$ cat src/rtl/truth_table_sweeper.sv
// truth_table_sweeper: built-in self-test sequencer for a 3-in/3-out
// truth-table gate. It drives every input code 0..7 in order, waits
// SETTLE_CYCLES+1 cycles per code and samples the gate's output. Each
// sample is compared against a host-loaded expected table, and the
// observed words plus a per-row mismatch mask are reported.
module truth_table_sweeper #(
  parameter int unsigned SETTLE_CYCLES = 2
) (
  input  logic        clk,
  input  logic        rst,
  input  logic        start,
  input  logic        exp_wr,
  input  logic [2:0]  exp_addr,
  input  logic [2:0]  exp_data,
  output logic [2:0]  lut_in,
  input  logic [2:0]  lut_out,
  output logic        busy,
  output logic        done,
  output logic        pass,
  output logic [7:0]  mismatch_mask,
  output logic [23:0] captured
);

  localparam logic [3:0] CNT_RELOAD = 4'(SETTLE_CYCLES - 1);

  typedef enum logic [1:0] {
    IDLE,
    SETTLE,
    SAMPLE,
    FINISH
  } state_t;

  state_t     state;
  logic [3:0] cnt;
  logic [2:0] row;
  logic [2:0] exp_tbl [8];

  // Expected-table register file; host writes are only taken while idle.
  always_ff @(posedge clk or posedge rst) begin
    if (rst) begin
      for (int unsigned i = 0; i < 8; i++) begin
        exp_tbl[i] <= '0;
      end
    end else if (exp_wr && !busy) begin
      exp_tbl[exp_addr] <= exp_data;
    end
  end

  // Sweep sequencer: settle, sample, advance row, report on completion.
  // busy is low exactly when the sequencer sits in IDLE, so the table
  // write above and start acceptance below share the same gate.
  always_ff @(posedge clk or posedge rst) begin
    if (rst) begin
      state         <= IDLE;
      cnt           <= '0;
      row           <= '0;
      lut_in        <= '0;
      busy          <= 1'b0;
      done          <= 1'b0;
      pass          <= 1'b0;
      mismatch_mask <= '0;
      captured      <= '0;
    end else begin
      done <= 1'b0;
      case (state)
        IDLE: begin
          if (start) begin
            row           <= '0;
            lut_in        <= '0;
            cnt           <= CNT_RELOAD;
            mismatch_mask <= '0;
            captured      <= '0;
            pass          <= 1'b0;
            busy          <= 1'b1;
            state         <= SETTLE;
          end
        end
        SETTLE: begin
          if (cnt == '0) begin
            state <= SAMPLE;
          end else begin
            cnt <= cnt - 4'd1;
          end
        end
        SAMPLE: begin
          for (int unsigned i = 0; i < 8; i++) begin
            if (row == 3'(i)) begin
              captured[3*i +: 3] <= lut_out;
            end
          end
          mismatch_mask[row] <= (lut_out != exp_tbl[row]);
          if (row == 3'd7) begin
            lut_in <= '0;
            state  <= FINISH;
          end else begin
            row    <= row + 3'd1;
            lut_in <= row + 3'd1;
            cnt    <= CNT_RELOAD;
            state  <= SETTLE;
          end
        end
        FINISH: begin
          done   <= 1'b1;
          busy   <= 1'b0;
          lut_in <= '0;
          pass   <= (mismatch_mask == '0);
          state  <= IDLE;
        end
        default: begin
          state <= IDLE;
        end
      endcase
    end
  end

endmodule

$ cat config.mk
export PLATFORM = sky130hd
export DESIGN_NAME = truth_table_sweeper
export DESIGN_NICKNAME = d
export VERILOG_FILES = /design/src/rtl/truth_table_sweeper.sv
export SDC_FILE = /design/constraint.sdc
export NUM_CORES = 1
export LEC_CHECK = 0
export ABC_CLOCK_PERIOD_IN_PS = 5100
export BUFFER_PORTS_ARGS = -buffer_cell sky130_fd_sc_hd__clkbuf_2
export CELL_PAD_IN_SITES_DETAIL_PLACEMENT = 1
export CELL_PAD_IN_SITES_GLOBAL_PLACEMENT = 1
export CORE_UTILIZATION = 35
export CTS_CLUSTER_SIZE = 14
export DETAILED_ROUTE_END_ITERATION = 10
export GPL_TIMING_DRIVEN = 0
export PLACE_DENSITY_LB_ADDON = 0.1
export SKIP_CTS_REPAIR_TIMING = 1
export SLEW_MARGIN = 15
export SYNTH_ARGS = -nofsm -noshare
export SYNTH_HDL_FRONTEND = slang
export SYNTH_SLANG_ARGS = --single-unit
$ cat constraint.sdc
create_clock -name clk -period 5.1 [get_ports clk]
set_input_delay 0.255 -clock clk [delete_from_list [all_inputs] [get_ports clk]]
set_output_delay 0.255 -clock clk [all_outputs]
set_load 0.005 [all_outputs]
==> results.yml <==
status:
  status: "complete, no violations"
layout:
  area_delta_synth_final_pct: 19.3
  fin_area_um2: 3940
  layout.nets: 365
  drive_gt1_share_pct: 28.9
  final_cells: 460
  post-route-util_pct: 42.8
  diodes: 0
floorplanning:
  start_util_pct: 35.9
  die_w_um: 99.1
  rows: 35
  pin_count: 51
  core_um2: 9200
  die_y_um: 99.1
  die_area_um2: 9830
drt:
  drc_errors: 0
  via_count: 2385
  viasPerCell: 5.18
  drt-total-wl_um: 7870
  ant_nets: 0
  first_iter_violations: 58
  drt_pre_antenna_iters: 4
  avgRoutedWirePerCell_um: 17.1
placement:
  preCtsSetupSlack_ns: 2.89
  hpwlAfterDp_um: 5690
  dpl-instance-area_um2: 3710
  place_congestion: 0.726
  port_buffers: 47
  numPlacedInstances: 443
pwr:
  clkPwrFrac_pct: 27.6
  total_power_mw: 1.83
  pwr-share-comb_pct: 30.4
  p_int_mw: 1.22
  swShare_pct: 33.5
  p_seq_share_pct: 42.1
  total_leakage_power_nw: 1.89
  power.density_nw_per_um2: 465
  irDropWorstVdd_mv: 0.170
  p_sw_uw: 613
timing:
  fin_ws_ns: 2.90
  whs_ns: 0.244
  max-slew-margin-rel_pct: 57.8
  setup_viol: 0
  drv_slew: 0
  skew_ns: 0.0155
  hold_viol: 0
  period_share_pct: 43.0
  timing.fmax_mhz: 456
  fin_tns_setup_ns: 0
  worst_pin_slew_ns: 0.631
  fin_crit_ns: 2.20
  rsz0062_at_grt: "false"
grt:
  antenna_found_initial: 0
  grt_usage_pct: 17.7
  overflow: 0
  grt_first_pass_wirelength_um: 13200
  grt_pass1_vias: 2455
  grt_max_degree: 51
critical_path:
  reg2reg_from: "row[0]"
  crit_type: "flip-flop to flip-flop"
  cp-start-kind: "flip-flop"
  timing.rr.end: "mismatch_mask[0]"
  reg2reg_depth: 6
  cp_max_fo: 10
  reg2reg_setup_slack_ns: 2.90
  endpoint_kind: "flip-flop"
  arrival_ns: 2.39
  cp.required_ns: 5.29
clock_tree:
  clk_latency_ns: 0.35
  path_clk_slew_ns: 0.08
  tritoncts: "yes"
  cts_buffers: 9
  cts_buffer_depth: 2
  h-tree-depth: 3
  cts-root-buf: "clkbuf_8"
  clock_sinks: 71
synthesis:
  yosysWarningCount: 0
  ys_seq_elements: 71
  synth_area_per_cell_um2: 11.6
  synth.area.top_cells: "dfrtp_1 (54%), mux2_2 (8.9%), a22o_1 (6.9%), mux2i_1 (3.3%), ha_1 (3.0%)"
  synth.net_count: 305
  ys_seq_area_share_pct: 53.8
  synthCells: 284
  synth_area_leader_cell: "dfrtp_1"
  synth_cell_types: 37
  syn_area_um2: 3300
  yosys.area.top_type_share_pct: 53.8
run:
  maxCapViolCount: 0
worst_hold_path:
  holdPathEnd: "captured[7]"
  hp-start: "lut_out[1]"
  worstHoldPathCells: 2
  hold_path_class: "input port to flip-flop"
[critical path: stages (launching register included)]
cell       delay [ns]
dfrtp_1          0.49
buf_6            0.21
mux2i_1          0.26
a2bb2oi_1        0.27
a21oi_1          0.14
nor4b_4          0.51
a31oi_1          0.16
[routing by layer]
layer | part of all wire, % | GRT usage [%]
met3 | 2.7 | 3.58
met1 | 51 | 25.4
met4 | 1.6 | 7.13
met5 | 0 | 0
met2 | 44 | 26.4
[kinds of logic after synthesis]
| group | share of synthesized area (%) |
|---|---|
| AO/OA/AOI/OAI | 13.4 |
| XOR/XNOR | 0.796 |
| adder cells (fa/ha/maj) | 3.03 |
| buffers and inverters | 3.14 |
| flip-flops | 53.8 |
| multiplexers | 13.3 |
| AND/OR/NAND/NOR | 12.5 |
[cells in the mapped netlist]
cell type and n:
mux2_4 1, nor4b_4 1, ha_1 8, and3_4 1, nand3b_1 3, nor3b_1 4
nor3_1 8, nor4_1 3, o21ai_1 1, xnor2_1 1, and3_1 2, xor2_1 2
buf_4 2, mux4_2 1, buf_2 1, a2bb2oi_1 2, o21ai_0 7, clkbuf_2 1
a21oi_1 16, mux2i_1 11, inv_1 9, mux2_2 26, or3_1 1, buf_6 3
buf_1 1, clkbuf_1 1, nand2_1 21, a32o_1 1, nand2b_1 4, nor2_1 23
nor2b_1 6, o22a_1 2, dfrtp_1 71, a22o_1 26, clkinv_1 1, nand3_1 4
a31oi_1 8
[cell type report]
cell class / instances / area [um2]
Clock buffer: 11 / 141
Timing Repair Buffer: 49 / 273
Clock inverter: 5 / 81.3
Inverter: 10 / 40.0
Multi-Input combinational cell: 194 / 1420
Buffer: 9 / 66.3
Fill cell: 1028 / 5260
Sequential cell: 71 / 1780
Tap cell: 111 / 139
[flip-flops by register name, summed over array words and instances, names as in the netlist, 2 cells and up]
register / count
lut_in: 3
cnt: 4
exp_tbl: 24
captured: 24
state: 2
row: 3
mismatch_mask: 8
[power by group through the flow]
stage               Sequential (mW)  Clock [mW]  Combinational (mW)
CTS                           0.771       0.522               0.567
global placement              0.778           0               0.549
detailed placement            0.782           0               0.565
floorplan                     0.762           0               0.391
finish                        0.770       0.505               0.556
global route                  0.789       0.547               0.632
[worst max path at each step]
| stage | from | end | slack (ns) | depth (start not counted) |
|---|---|---|---|---|
| floorplan | rst | busy | 3.05 | 1 |
| CTS | row[0] | row[2] | 2.87 | 6 |
| finish | row[0] | mismatch_mask[0] | 2.90 | 6 |
| global route | row[0] | mismatch_mask[3] | 2.72 | 6 |
| detailed placement | row[1] | row[2] | 2.89 | 6 |
| global placement | rst | done | 2.10 | 2 |
[layout by cell type, fill, tap and decap left out, types with 8 or more instances in the layout]
cell type,netlist,final
nor3_1,8,8
inv_1,9,8
mux2_2,26,26
ha_1,8,8
dfrtp_1,71,71
nor2_1,23,23
a21oi_1,16,16
mux2i_1,11,11
nand2_1,21,21
a31oi_1,8,8
a22o_1,26,26
clkbuf_2,1,48
clkbuf_8,0,10
Power figures use the tool's default switching activity.
